==> src/rtl/aib_tx_framer.sv <==
// aib_tx_framer
// TX-side framing stage that feeds the 80-bit tx_data bus of the AIB channel
// wrapper. Fabric payload words (64-bit + last marker) arrive over a
// valid/ready handshake and are buffered in a small in-order FIFO. Every clock
// one registered 80-bit frame is emitted: TRAIN_LEN training frames after
// reset, then data, idle or periodic alignment frames.
//
// Frame layout (index 0 is the first/leftmost bit):
//   [0:1]   header   01 data, 10 control
//   [2:65]  payload
//   [66:73] seq      data frames only
//   [74]    last     data frames only
//   [75:78] ctrl     0001 train, 0010 align, 0100 idle, 0000 data
//   [79]    parity   even parity over [0:78] when AIB_TX_PARITY_EN is defined,
//                    constant 0 otherwise
//
// Ports:
//   tx_clk    in   clock (AIB tx_clk)
//   reset     in   asynchronous active-high reset
//   tx_en     in   when low in RUN no FIFO pops happen
//   in_valid  in   payload word valid
//   in_ready  out  FIFO can accept a word (registered, !full)
//   in_data   in   [0:63] payload word
//   in_last   in   end-of-packet marker carried with the word
//   tx_data   out  [0:79] registered frame
//   trained   out  high while in RUN state
//
// Optional feature macro: AIB_TX_PARITY_EN
module aib_tx_framer #(
    parameter int          FIFO_DEPTH    = 4,
    parameter int          TRAIN_LEN     = 16,
    parameter int          ALIGN_PERIOD  = 256,
    parameter logic [63:0] ALIGN_PATTERN = 64'hA5A5_A5A5_A5A5_A5A5
) (
    input  logic        tx_clk,
    input  logic        reset,
    input  logic        tx_en,
    input  logic        in_valid,
    output logic        in_ready,
    input  logic [0:63] in_data,
    input  logic        in_last,
    output logic [0:79] tx_data,
    output logic        trained
);

    localparam int PTR_W = $clog2(FIFO_DEPTH);
    localparam int CNT_W = PTR_W + 1;
    localparam int TRN_W = $clog2(TRAIN_LEN + 1);
    localparam int FC_W  = $clog2(ALIGN_PERIOD);

    localparam logic [CNT_W-1:0] DEPTH_C    = CNT_W'(FIFO_DEPTH);
    localparam logic [TRN_W-1:0] TRAIN_LAST = TRN_W'(TRAIN_LEN - 1);
    localparam logic [FC_W-1:0]  ALIGN_LAST = FC_W'(ALIGN_PERIOD - 1);

    localparam logic [63:0] TRAIN_PAYLOAD = 64'h5555_5555_5555_5555;
    localparam logic [1:0]  HDR_DATA      = 2'b01;
    localparam logic [1:0]  HDR_CTRL      = 2'b10;
    localparam logic [3:0]  CT_TRAIN      = 4'b0001;
    localparam logic [3:0]  CT_ALIGN      = 4'b0010;
    localparam logic [3:0]  CT_IDLE       = 4'b0100;

    typedef enum logic {
        ST_TRAIN = 1'b0,
        ST_RUN   = 1'b1
    } state_t;

`ifdef AIB_TX_PARITY_EN
    // Even parity: bit 79 makes the popcount of the whole frame even.
    function automatic logic frame_parity(input logic [0:78] f);
        return ^f;
    endfunction
`endif

    state_t            state_q, state_d;
    logic [TRN_W-1:0]  train_cnt_q, train_cnt_d;
    logic [FC_W-1:0]   frame_cnt_q, frame_cnt_d;
    logic [7:0]        seq_q, seq_d;
    logic [0:79]       tx_data_q, tx_data_d;
    logic              trained_q, trained_d;
    logic              in_ready_q, in_ready_d;

    // FIFO entry = {last, payload}
    logic [64:0]       mem_q [FIFO_DEPTH];
    logic [64:0]       mem_d [FIFO_DEPTH];
    logic [PTR_W-1:0]  wr_ptr_q, wr_ptr_d;
    logic [PTR_W-1:0]  rd_ptr_q, rd_ptr_d;
    logic [CNT_W-1:0]  cnt_q, cnt_d;

    logic              push_s;
    logic              pop_s;
    logic [64:0]       entry_s;

    assign push_s = in_valid & in_ready_q;

    // Frame selection and framing state: train, align, data or idle.
    always_comb begin
        state_d     = state_q;
        train_cnt_d = train_cnt_q;
        frame_cnt_d = frame_cnt_q;
        seq_d       = seq_q;
        pop_s       = 1'b0;
        entry_s     = mem_q[rd_ptr_q];
        tx_data_d   = '0;
        trained_d   = (state_q == ST_RUN);
        case (state_q)
            ST_TRAIN: begin
                tx_data_d[0:1]   = HDR_CTRL;
                tx_data_d[2:65]  = TRAIN_PAYLOAD;
                tx_data_d[75:78] = CT_TRAIN;
                if (train_cnt_q == TRAIN_LAST) begin
                    state_d     = ST_RUN;
                    train_cnt_d = '0;
                end else begin
                    train_cnt_d = train_cnt_q + TRN_W'(1);
                end
            end
            ST_RUN: begin
                if (frame_cnt_q == ALIGN_LAST) begin
                    // Align wins over a pending pop; the pop simply waits one cycle.
                    tx_data_d[0:1]   = HDR_CTRL;
                    tx_data_d[2:65]  = ALIGN_PATTERN;
                    tx_data_d[75:78] = CT_ALIGN;
                    frame_cnt_d      = '0;
                end else begin
                    frame_cnt_d = frame_cnt_q + FC_W'(1);
                    if (tx_en && (cnt_q != {CNT_W{1'b0}})) begin
                        pop_s             = 1'b1;
                        tx_data_d[0:1]    = HDR_DATA;
                        tx_data_d[2:65]   = entry_s[63:0];
                        tx_data_d[66:73]  = seq_q;
                        tx_data_d[74]     = entry_s[64];
                        seq_d             = seq_q + 8'd1;
                    end else begin
                        tx_data_d[0:1]   = HDR_CTRL;
                        tx_data_d[75:78] = CT_IDLE;
                    end
                end
            end
            default: begin
                state_d = ST_TRAIN;
            end
        endcase
`ifdef AIB_TX_PARITY_EN
        tx_data_d[79] = frame_parity(tx_data_d[0:78]);
`else
        tx_data_d[79] = 1'b0;
`endif
    end

    // Payload FIFO bookkeeping: in-order storage, no bypass path.
    always_comb begin
        mem_d    = mem_q;
        wr_ptr_d = wr_ptr_q;
        rd_ptr_d = rd_ptr_q;
        if (push_s) begin
            mem_d[wr_ptr_q] = {in_last, in_data};
            wr_ptr_d        = wr_ptr_q + PTR_W'(1);
        end else begin
            wr_ptr_d = wr_ptr_q;
        end
        if (pop_s) begin
            rd_ptr_d = rd_ptr_q + PTR_W'(1);
        end else begin
            rd_ptr_d = rd_ptr_q;
        end
        case ({push_s, pop_s})
            2'b10:   cnt_d = cnt_q + CNT_W'(1);
            2'b01:   cnt_d = cnt_q - CNT_W'(1);
            default: cnt_d = cnt_q;
        endcase
        // Ready reflects the occupancy the FIFO will have after this edge.
        in_ready_d = (cnt_d != DEPTH_C);
    end

    // State, FIFO and output registers.
    always_ff @(posedge tx_clk or posedge reset) begin
        if (reset) begin
            state_q     <= ST_TRAIN;
            train_cnt_q <= '0;
            frame_cnt_q <= '0;
            seq_q       <= 8'd0;
            tx_data_q   <= '0;
            trained_q   <= 1'b0;
            in_ready_q  <= 1'b0;
            wr_ptr_q    <= '0;
            rd_ptr_q    <= '0;
            cnt_q       <= '0;
            for (int i = 0; i < FIFO_DEPTH; i++) begin
                mem_q[i] <= '0;
            end
        end else begin
            state_q     <= state_d;
            train_cnt_q <= train_cnt_d;
            frame_cnt_q <= frame_cnt_d;
            seq_q       <= seq_d;
            tx_data_q   <= tx_data_d;
            trained_q   <= trained_d;
            in_ready_q  <= in_ready_d;
            wr_ptr_q    <= wr_ptr_d;
            rd_ptr_q    <= rd_ptr_d;
            cnt_q       <= cnt_d;
            mem_q       <= mem_d;
        end
    end

    assign tx_data  = tx_data_q;
    assign trained  = trained_q;
    assign in_ready = in_ready_q;

endmodule

==> config.mk <==
export PLATFORM = sky130hd
export DESIGN_NAME = aib_tx_framer
export DESIGN_NICKNAME = d
export VERILOG_FILES = /design/src/rtl/aib_tx_framer.sv
export SDC_FILE = /design/constraint.sdc
export NUM_CORES = 1
export LEC_CHECK = 0
export BUFFER_PORTS_ARGS = -buffer_cell sky130_fd_sc_hd__buf_4
export CAP_MARGIN = 40
export CORE_MARGIN = 2
export CORE_UTILIZATION = 45
export CTS_BUF_LIST = sky130_fd_sc_hd__clkbuf_4
export DETAILED_ROUTE_END_ITERATION = 10
export HOLD_SLACK_MARGIN = 0.1
export SLEW_MARGIN = 20
export SYNTH_ARGS = -nofsm -noshare
export SYNTH_HDL_FRONTEND = slang
export SYNTH_SLANG_ARGS = --single-unit
==> constraint.sdc <==
create_clock -name tx_clk -period 30.8 [get_ports tx_clk]
set_input_delay 1.54 -clock tx_clk [delete_from_list [all_inputs] [get_ports tx_clk]]
set_output_delay 1.54 -clock tx_clk [all_outputs]
set_load 0.03 [all_outputs]
# Yosys cells after proc, flatten, opt, wreduce, memory -nomap -nowiden
# Cells that the tools add are included.
[classes]
n_reduce_logical = 4
bitwise = 5
n_eq_ne = 5
n_lt_le_gt_ge = 3
n_mux = 23
n_addsub = 7
[ops]
columns = ["op", "count"]
rows = [
  ["260-bit bitwise mux", 1],
  ["65-bit 2-to-1 mux", 3],
  ["66-bit one-hot mux with 2 select lines", 1],
  ["65-bit binary-select mux with 2-bit select", 1],
  ["65-bit demux with 2-bit select", 1],
  ["73-bit 2-to-1 mux", 1],
  ["66-bit 2-to-1 mux", 1],
  ["9-bit 2-to-1 mux", 2],
  ["8-bit by 1-bit adder with 8-bit output, second input constant", 2],
  ["8-bit == test, second input constant", 1],
  ["8-bit 2-to-1 mux", 1],
  ["4-bit one-hot mux with 2 select lines", 1],
  ["3-bit >= comparator, second input constant", 2],
  ["3-bit 2-to-1 mux", 2],
  ["2-bit NOT with 3-bit output", 2],
  ["3-bit one-hot mux with 2 select lines", 1],
  ["5-bit by 1-bit adder with 5-bit output, second input constant", 1],
  ["5-bit by 4-bit == test with 1-bit output, second input constant", 1],
  ["1-bit 2-to-1 mux", 5],
  ["5-bit 2-to-1 mux", 1],
  ["2-bit by 1-bit adder with 2-bit output, second input constant", 2],
  ["3-bit by 1-bit adder with 3-bit output, second input constant", 1],
  ["3-bit by 1-bit less-than comparator with 1-bit output, second input constant", 1],
  ["3-bit != test, second input constant", 1],
  ["other kinds (9)", 11],
]
[word_totals]
word_cells = 61
reg_bits = 370
out_inout_bits = 82

# Logic depth before layout (Yosys ltp)
# Gate-level depths: netlist (run 1).
[depth]
depth_word = 8
depth_mapped = 12

# Least setup slack after synthesis (run 1)
# Ideal clock, no wire load.
[synth_path]
path_kind = "input port to flip-flop"
startpoint = "input tx_en"
endpoint = "register in_ready_q (netlist: in_ready)"
setup_time_ns = 0.124
path_buffers = 1
arrival_time_ns = 3.206
path_slack_ns = 27.470
cell_stages = 11
cell_sequence = "o311a_1 o21ai_2 inv_2 clkbuf_1 ha_1 inv_1 fa_1 xor2_1 nor2_1 xor2_1 nand2_1"
[synth_via]
elab_chain_cells = 7
elab_cells_between_ends = 8
cone_classes = "eq/ne: 3; mux: 4; reduce/logical: 1"
[synth_rtl]
columns = ["item", "line", "rtl"]
rows = [
  ["start: declaration", "37", "input logic tx_en,"],
  ["1-bit logical AND *", "126", "if (tx_en && (cnt_q != {CNT_W{1'b0}})) begin"],
  ["1-bit 2-to-1 mux *", "126", ""],
  ["1-bit 2-to-1 mux *", "118", "if (frame_cnt_q == ALIGN_LAST) begin"],
  ["1-bit 2-to-1 mux *", "105", "case (state_q)"],
  ["via pop_s", "90", "logic pop_s;"],
  ["2-bit by 1-bit == test with 1-bit output or 2-bit == test (tied branches)", "166", "case ({push_s, pop_s})"],
  ["3-bit one-hot mux with 2 select lines *", "166", ""],
  ["via cnt_d[2]", "87", "logic [CNT_W-1:0] cnt_q, cnt_d;"],
  ["3-bit != test *", "172", "in_ready_d = (cnt_d != DEPTH_C);"],
  ["via in_ready_d", "80", "logic in_ready_q, in_ready_d;"],
  ["end signal: assignment", "198", "in_ready_q <= in_ready_d;"],
  ["end: declaration", "80", ""],
]
# Mark *: on every way through the listed nets, which the timed path passes. The rest lies on a longest branch.
# A chain may end at the register's enable or synchronous reset.

==> flow_summary.toml, run 1 <==
[die]
die_h_um = 187.8
die_width_um = 187.8
dieArea_um2 = 35260
core.rowCount = 67
io_pins = 151
start_util = 0.4555
core-area_um2 = 33360

[clock_tree]
clk_pin_slew_ns = 0.06
cts_sinks = 369
cts_tree = "done"
cts_root_buffer = "clkbuf_4"
cts_max_path_buffers = 3
numCtsBuffers = 96
clk-insertion-delay-late_ns = 0.73
htreeDepth = 3
hold_buffers = 0
ctsResizeCount = 0
post_cts_buffers = 0

[status]
status = "complete, no violations"

[layout]
finish.utilization = 0.5425
layout-drive-gt1-share = 0.5257
areaGrowthSynthToFinish_pct = 19.08
nets = 1261
fin_area_um2 = 18100

[detailed_routing]
avgViaCountPerCell = 5.201
post_drt_wl_per_cell_um = 19.63
drtAntennaViolNets = 0
via_count = 8821
drt-pass1-iter-count = 4
drc = 0
drtIter0Drc = 299
drt_wl_total_um = 33290

[synth]
syn-cell-area_um2 = 15200
synthArstFlopShare = 1.000
synth_sequential_area_ratio = 0.6076
yosys_warnings = 0
syn_inst = 979
yosys.area.top_type_share = 0.6076
syn_area_per_cell_um2 = 15.52
synthDistinctLibCells = 36
ys_ff_latch = 369
synthTopCellsByArea = "dfrtp_1, mux2_2, mux4_2"
synth_top_area_cell = "dfrtp_1"
synth-edff-count = 0
synthFlopType = "dfrtp_1"

[pwr]
power.internal_w = 0.001323
seq_power_share = 0.432
powerDensity_nw_per_um2 = 105.7
ir_drop_mv = 0.04058
leakage_nw = 8.346
switching_power_w = 0.0005901
power.share.clock = 0.217
p_comb_frac = 0.351
swShare = 0.3085

[sta]
drv_slew = 0
tns_ns = 0
period_needed_ns = 3.199
timing.final.crit_share = 0.1039
hold_viol = 0
fin_ws_ns = 27.60
worst_pin_slew_ns = 0.7807
rsz0062_at_grt = "no"
holdWs_ns = 0.4647
fmax_mhz = 312.6
clock_skew_ns = 0.05392
max-slew-margin-rel = 0.4795
finalSetupViolCount = 0

[setup_path]
cp-start-kind = "primary input"
cp_cell_sequence = "buf_4, inv_8, buf_4, buf_4, buf_16, buf_4, buf_12"
cp_max_fo = 98
crit_top_cell = "buf_4"
max_stage_delay_ns = 0.55
cp.required_ns = 31.69
cp-end-kind = "async pin"
worstSetupPathType = "primary input to async pin"
arrival_ns = 4.09
slowest_stage = "buf_4"

[placement]
hpwl_um = 19270
place_ws_ns = 26.72
place_area_um2 = 16870
io_buffers = 148
gp_congestion = 0.7213

[global_routing]
first_global_vias = 9644
grt_use_total = 0.1971
grt_max_degree = 99
grt_pass1_wl_um = 53930
antenna_found_initial = 2
grt_overflow = 0

[run]
max_cap_violations = 0

[worst_hold_path]
hp-class = "flip-flop to flip-flop"
-- final timing paths --
| kind | slack, ns | end | depth (start not counted) | startpoint |
|---|---|---|---|---|
| max in group tx_clk | 27.61 | in_ready | 11 | tx_en |
| max reg2reg | 27.85 | in_ready | 11 | frame_cnt_q[0] |
| min reg2reg | 0.46 | seq_q[7] | 1 | seq_q[7] |
| min | 0.46 | seq_q[7] | 1 | seq_q[7] |
| min in group asynchronous | 0.93 | tx_data[7] | 2 | reset |
| max | 27.60 | mem_q[151] | 7 | reset |
-- cell families after synthesis --
group           count (synthesis)  share of synthesized area
flops                         369                     0.6076
mux                           330                     0.2924
simple gates                  149                    0.04511
buf+inv                        73                    0.02437
compound gates                 30                    0.01202
xor+xnor                       18                    0.01037
fa+ha+maj                       9                   0.007904
other cells                     1                  0.0002467
-- flip-flops by register name, indices dropped and copies added (netlist names) --
name         flops
cnt_q            3
tx_data         78
frame_cnt_q      8
train_cnt_q      5
in_ready         1
mem_q          260
seq_q            8
trained          1
wr_ptr_q         2
rd_ptr_q         2
state_q          1
-- through the flow --
step           std cells  power [W]
2_1_floorplan        980   0.001332
6_report            1696   0.001913
3_5_place_dp        1532   0.001517
4_1_cts             1693   0.001943
3_3_place_gp        1525   0.001491
5_1_grt             1695   0.002042
-- synthesized netlist by cell type (2+ instances only) --
library cell and instances:
xnor2_1 14, a21oi_1 17, nor2_1 6, clkbuf_1 19, xor2_1 4, mux4_2 65
nand4_1 4, buf_1 3, buf_2 32, and2_1 26, mux2i_1 3, dfrtp_1 369
o21ai_0 4, o31ai_1 2, inv_1 8, ha_1 8, nand2_1 83, mux2_2 262
buf_4 5, nand3_1 25, buf_6 5
-- worst max-delay path, delay by kind of cell --
family                 cells  cell delay [ns]
buffers and inverters      7             2.44
-- power by group through the flow --
stage / clock network [W] / logic (W) / registers (W)
2_1_floorplan: 0 / 0.000490 / 0.000842
3_3_place_gp: 0 / 0.000659 / 0.000832
3_5_place_dp: 0 / 0.000680 / 0.000837
4_1_cts: 0.000431 / 0.000682 / 0.000830
5_1_grt: 0.000459 / 0.000726 / 0.000857
6_report: 0.000415 / 0.000671 / 0.000827
-- cell usage in the layout (no fill, tap or decap), types with 2 or more instances in the layout --
cell,instances
a21oi_1,17
and2_1,26
buf_12,3
buf_16,5
buf_4,161
bufinv_16,2
clkbuf_4,143
clkinv_1,15
conb_1,2
dfrtp_1,367
dfrtp_4,2
diode_2,2
ha_1,8
inv_1,7
mux2_2,262
mux2i_1,3
mux4_2,65
nand2_1,83
nand3_1,21
nand3_4,4
nand4_1,4
nor2_1,6
o21ai_0,4
o31ai_1,2
xnor2_1,14
xor2_1,4
-- final cells by class --
cell class                      instances  area (µm²)
Clock inverter                         18       121.4
Tap cell                              448       560.5
Inverter                                9       41.29
Antenna cell                            2       5.005
Timing Repair Buffer                  169        1406
Clock buffer                          143        1074
Sequential cell                       369        9241
Fill cell                            2882       15270
Multi-Input combinational cell        538        5649
-- per-layer routing --
| metal | routed length (µm) | up-vias | part of all wire | GRT usage |
|---|---|---|---|---|
| li1 | - | 3964 | - | - |
| met1 | 14580 | 4590 | 0.44 | 0.2611 |
| met2 | 16310 | 221 | 0.49 | 0.3198 |
| met3 | 1862 | 46 | 0.056 | 0.04941 |
| met4 | 529 | 0 | 0.016 | 0.06572 |
| met5 | 0 | - | 0 | 0 |
No activity file was read; power rests on OpenSTA's default activity.
==> run 2: changes to the inputs <==
ABC_AREA = 1   (was not set)
PLACE_DENSITY = 0.66   (was not set)
clock period = 2.59 ns   (was 30.8 ns; I/O delays follow)
==> run 2 against run 1 <==
  * Final cell count is 48% higher
  * Combinational power grew to 13 times the previous value
  * Critical path type is now flip-flop to flip-flop
  * Sequential share of layout area is 2.2 points lower
  * Non-clock buffer count is 83 higher
  * Critical path depth is 7 higher
  * Sequential cell count stayed put
  * Worst hold slack worse by 0.28 ns
  * Power grew to 12 times the previous value
  * First-iteration DRC count grew to 3.0 times the previous value
  * Largest power group unchanged
  * Critical endpoint is now in_ready
  * Utilization is 2.2 points higher
  * Clock power grew to 12 times the previous value
==> flow_summary.toml, run 2 <==
[placement]
gp_congestion = 0.7716
numPlacedInstances = 2273
io_buffers = 148
hpwl_um = 23010
place_ws_ns = 0.3905

[layout]
largest_reg_flops = 260
nets = 2071
finish.utilization = 0.5640
largest-register = "mem_q"
nFillCells = 3096
layout-drive-gt1-share = 0.1701
layoutNonFillerInstCount = 2513
final_cell_mix = "nand2_1, dfrtp_1, o21ai_0"
final_common_cell = "nand2_1"
areaGrowthSynthToFinish_pct = 23.52

[synth]
synthDistinctLibCells = 24
ys_ff_latch = 369
ys_top_cells_by_count = "nand2_1, dfrtp_1, o21ai_0, nand3_1, nor2_1"
synthFlopType = "dfrtp_1"
synth-edff-count = 0
synthTopCellsByArea = "dfrtp_1, nand2_1, o21ai_0"
yosys_warnings = 0
syn_area_per_cell_um2 = 8.725
synthArstFlopShare = 1.000
yosysMostFrequentCell = "nand2_1"
synth_top_area_cell = "dfrtp_1"
yosys.area.top_type_share = 0.6030
syn_inst = 1755
syn-cell-area_um2 = 15310
synth_sequential_area_ratio = 0.6030

[status]
status = "complete, no violations"

[die]
die_h_um = 188.5
dieArea_um2 = 35520
core.rowCount = 67
die_width_um = 188.5
start_util = 0.4566
io_pins = 151
core-area_um2 = 33530

[global_routing]
first_global_vias = 12600
grt_max_degree = 120
grt_use_total = 0.2293
grt_overflow = 0
grt_pass1_wl_um = 65170
antenna_found_initial = 2

[sta]
period_needed_ns = 2.198
rsz0062_at_grt = "no"
clock_skew_ns = 0.05104
finalSetupViolCount = 0
max-slew-margin-rel = 0.5560
timing.final.crit_share = 0.8488
holdWs_ns = 0.1887
drv_slew = 0
fmax_mhz = 454.9
worst_pin_slew_ns = 0.6661
fin_ws_ns = 0.3915
hold_viol = 0

[clock_tree]
cts_max_path_buffers = 3
numCtsBuffers = 97
ctsResizeCount = 0
hold_buffers = 69
cts_root_buffer = "clkbuf_4"
clk-insertion-delay-late_ns = 0.79
cts_tree = "done"
post_cts_buffers = 0
clk_pin_slew_ns = 0.07
htreeDepth = 3
cts_sinks = 369

[setup_path]
r2r_start = "frame_cnt_q[0]"
arrival_ns = 2.84
reg2regPathDepth = 14
cp-start-kind = "flip-flop"
cp.required_ns = 3.23
r2r-end = "in_ready"
cp_max_fo = 3
worst-r2r-setup-slack_ns = 0.39
cp-end-kind = "flip-flop"
worstSetupPathType = "flip-flop to flip-flop"

[detailed_routing]
drc = 0
drt_wl_total_um = 39470
avgViaCountPerCell = 5.043
drt-pass1-iter-count = 5
drtIter0Drc = 911
drtAntennaViolNets = 0
post_drt_wl_per_cell_um = 15.71
via_count = 12670

[run]
max_cap_violations = 0

[worst_hold_path]
min-delay-start = "in_data[30]"
whs_path_depth = 4
hp-class = "primary input to flip-flop"
hold_end = "mem_q[98]"

[pwr]
leakage_nw = 9.648
ir_drop_mv = 0.6523
powerDensity_nw_per_um2 = 1222
==> run 2: metal layers <==
layer,global-route usage,vias up,wire (µm),part of all wire
met5,0,-,0,0
met4,0.08504,0,934,0.024
met3,0.04060,67,2400,0.061
met2,0.3652,430,18420,0.47
met1,0.3162,6022,17720,0.45
li1,-,6154,-,-
==> run 2: cell type report <==
type	count	area, µm²	area share
well taps	448	560.5	0.02964
clock buffers	147	1104	0.05835
repair buffers	252	2297	0.1215
clock inverters	22	117.6	0.006219
flip-flops and latches	369	9241	0.4886
inverters	98	374.1	0.01978
diodes	2	5.005	0.0002646
multi-input cells	1175	5214	0.2757
==> run 2: how the worst max path moves through the flow <==
stage / endpoint / from / depth (start not counted)
after floorplan: cnt_q[0] / reset / 1
after global placement: in_ready / frame_cnt_q[0] / 14
after detailed placement: in_ready / frame_cnt_q[0] / 14
after CTS: in_ready / frame_cnt_q[0] / 14
after global routing: in_ready / frame_cnt_q[0] / 14
final: in_ready / frame_cnt_q[0] / 14
==> run 2: worst max-delay path: stages, from the launching register on <==
cell,delay [ns]
dfrtp_1,0.40
ha_1,0.23
nand2_1,0.07
nor2_1,0.04
nand2_1,0.07
inv_1,0.05
nor2_1,0.13
ha_1,0.19
inv_1,0.07
fa_1,0.39
inv_1,0.07
nand2_1,0.04
nand3b_1,0.09
xor2_1,0.17
nand2_1,0.06
==> run 2: report_power, final <==
part | internal [W] | switching [W]
combinational | 0.00308 | 0.00557
sequential | 0.00822 | 0.00126
clock | 0.00260 | 0.00238
==> run 2: cell families (layout without fill, tap and decap cells) <==
family          Yosys count  in the layout  share of synthesized area
flops                   369            369                     0.6030
other cells               1              4                  0.0002449
simple gates            802            802                     0.2078
xor+xnor                 11             11                   0.006292
fa+ha+maj                 9              9                   0.007845
compound gates          349            349                     0.1148
buf+inv                 212            519                    0.05867
mux                       2              2                   0.001307
==> run 2: stage by stage <==
step                      total power, W  setup TNS, ns  instance area [µm²]
after CTS                        0.02332              0                18910
after global placement           0.01784              0                16970
final                            0.02312              0                18910
after global routing             0.02499              0                18910
after floorplan                  0.01521        -919.42                15320
after detailed placement         0.01813              0                17000
==> run 3: changes to the inputs <==
clock period = 1.9 ns   (was 2.59 ns; I/O delays follow)
==> run 3 against run 2 <==
  * The run now ends with setup timing left
  * Final area grew 1.5%
  * Wire length shrank 1.2%
  * Setup slack lost 0.51 ns
  * Sequential share of layout area shrank 0.72 points
  * Final cell count grew 0.44%
  * Die area is the same
  * First-iteration DRC count grew 3.3%
  * Largest power group unchanged
==> flow_summary.toml, run 3 (same netlist as run 2, synthesis figures left out) <==
[placement]
numPlacedInstances = 2290
place_ws_ns = -0.1354
hpwl_um = 23360
place_area_um2 = 17230
gp_congestion = 0.8110
io_buffers = 148

[detailed_routing]
drtIter0Drc = 941
via_count = 12680
drt-pass1-iter-count = 7
avgViaCountPerCell = 5.025
post_drt_wl_per_cell_um = 15.46
drt_wl_total_um = 39020
drtAntennaViolNets = 0
drc = 0

[global_routing]
grt_use_total = 0.2275
antenna_found_initial = 1
grt_max_degree = 96
first_global_vias = 12410
grt_pass1_wl_um = 64620
grt_overflow = 0

[sta]
max-slew-margin-rel = 0.6628
drv_slew = 0
finalSetupViolCount = 2
timing.final.crit_share = 1.065
hold_viol = 0
clock_skew_ns = 0.05417
fmax_mhz = 494.3
worst_pin_slew_ns = 0.5057
fin_ws_ns = -0.1231
rsz0062_at_grt = "yes"
holdWs_ns = 0.1914
period_needed_ns = 2.023

[die]
dieArea_um2 = 35520
core-area_um2 = 33530
die_h_um = 188.5
start_util = 0.4566
io_pins = 151
core.rowCount = 67
die_width_um = 188.5

[layout]
nFillCells = 3064
final_cell_mix = "nand2_1, dfrtp_1, o21ai_0"
areaGrowthSynthToFinish_pct = 25.36
final_common_cell = "nand2_1"
fin_area_um2 = 19190
finish.utilization = 0.5724
largest-register = "mem_q"
nets = 2091
largest_reg_flops = 260
layout-drive-gt1-share = 0.1827
layoutNonFillerInstCount = 2524

[pwr]
powerDensity_nw_per_um2 = 1669
ir_drop_mv = 0.6974
leakage_nw = 9.782

[status]
status = "finished with violations"
failed_checks = "setup timing"

[setup_path]
cp_max_fo = 2
worstSetupPathType = "flip-flop to flip-flop"
worst-r2r-setup-slack_ns = -0.12
r2r_start = "frame_cnt_q[0]"
reg2regPathDepth = 14
arrival_ns = 2.63
cp-end-kind = "flip-flop"
r2r-end = "in_ready"
cp.required_ns = 2.51
cp-start-kind = "flip-flop"

[run]
max_cap_violations = 0

[worst_hold_path]
min-delay-start = "in_data[25]"
hp-class = "primary input to flip-flop"
whs_path_depth = 4
hold_end = "mem_q[233]"

[clock_tree]
clk-insertion-delay-late_ns = 0.74
cts_max_path_buffers = 3
cts_sinks = 369
clk_pin_slew_ns = 0.06
numCtsBuffers = 99
cts_tree = "done"
cts_root_buffer = "clkbuf_4"
htreeDepth = 3
[run 3: cell count changes in the layout (fill, tap and decap cells not counted), moves of 3 or more]
cell       previous run  this run
bufinv_16             0         3
buf_4               165       175
nor2_1               97        94
inv_6                 5         1
clkinv_1             15        11
buf_12               17        26
inv_1                92        89
inv_2                 3         7
[run 3: metrics by stage]
| step | total power, W | setup TNS, ns |
|---|---|---|
| after CTS | 0.03232 | -0.1318 |
| after floorplan | 0.02075 | -1161.37 |
| final | 0.03203 | -0.1528 |
| after global routing | 0.03469 | -0.3870 |
| after detailed placement | 0.02502 | -0.1714 |
| after global placement | 0.02470 | -0.08555 |
[run 3: power breakdown]
group	total, W	internal [W]	switching, W
logic	0.0120	0.00446	0.00754
registers	0.0130	0.0112	0.00183
clock network	0.00698	0.00387	0.00311
[run 3: worst max-delay path by stage]
stage,endpoint,cells past startpoint,start
after global routing,in_ready,14,frame_cnt_q[0]
after CTS,in_ready,14,frame_cnt_q[1]
final,in_ready,14,frame_cnt_q[0]
after global placement,in_ready,14,frame_cnt_q[1]
after floorplan,cnt_q[0],1,reset
after detailed placement,in_ready,14,frame_cnt_q[1]
[run 3: layer usage]
layer,vias to the layer above,share of wire,global-route usage
li1,6182,-,-
met1,6109,0.47,0.3228
met2,344,0.46,0.3532
met3,48,0.059,0.04638
met4,0,0.018,0.07151
met5,-,0,0
[run 3: timing repair]
action	in CTS	in global routing
pin swaps	2	9
hold buffers	69	0
endpoints found under the hold margin	719	0
endpoints found under the setup margin	2	3
buffers inserted	1	0
resized for setup	1	5
[run 3: worst max-delay path, stage by stage, from the launching register on]
cell	delay [ns]
dfrtp_1	0.38
ha_2	0.20
nand2_2	0.06
nor2_2	0.04
nand2_2	0.06
inv_2	0.05
nor2_4	0.11
ha_2	0.19
inv_2	0.05
fa_2	0.36
inv_2	0.05
nand2_1	0.04
nand3b_1	0.09
xor2_1	0.18
nand2_1	0.07
[run 3: final cells by class]
type | count | area [µm²] | area share
diodes | 1 | 2.502 | 0.0001304
clock buffers | 146 | 1096 | 0.05710
clock inverters | 17 | 152.6 | 0.007953
inverters | 98 | 374.1 | 0.01949
multi-input cells | 1175 | 5243 | 0.2731
flip-flops and latches | 369 | 9241 | 0.4815
well taps | 448 | 560.5 | 0.02920
repair buffers | 270 | 2525 | 0.1315
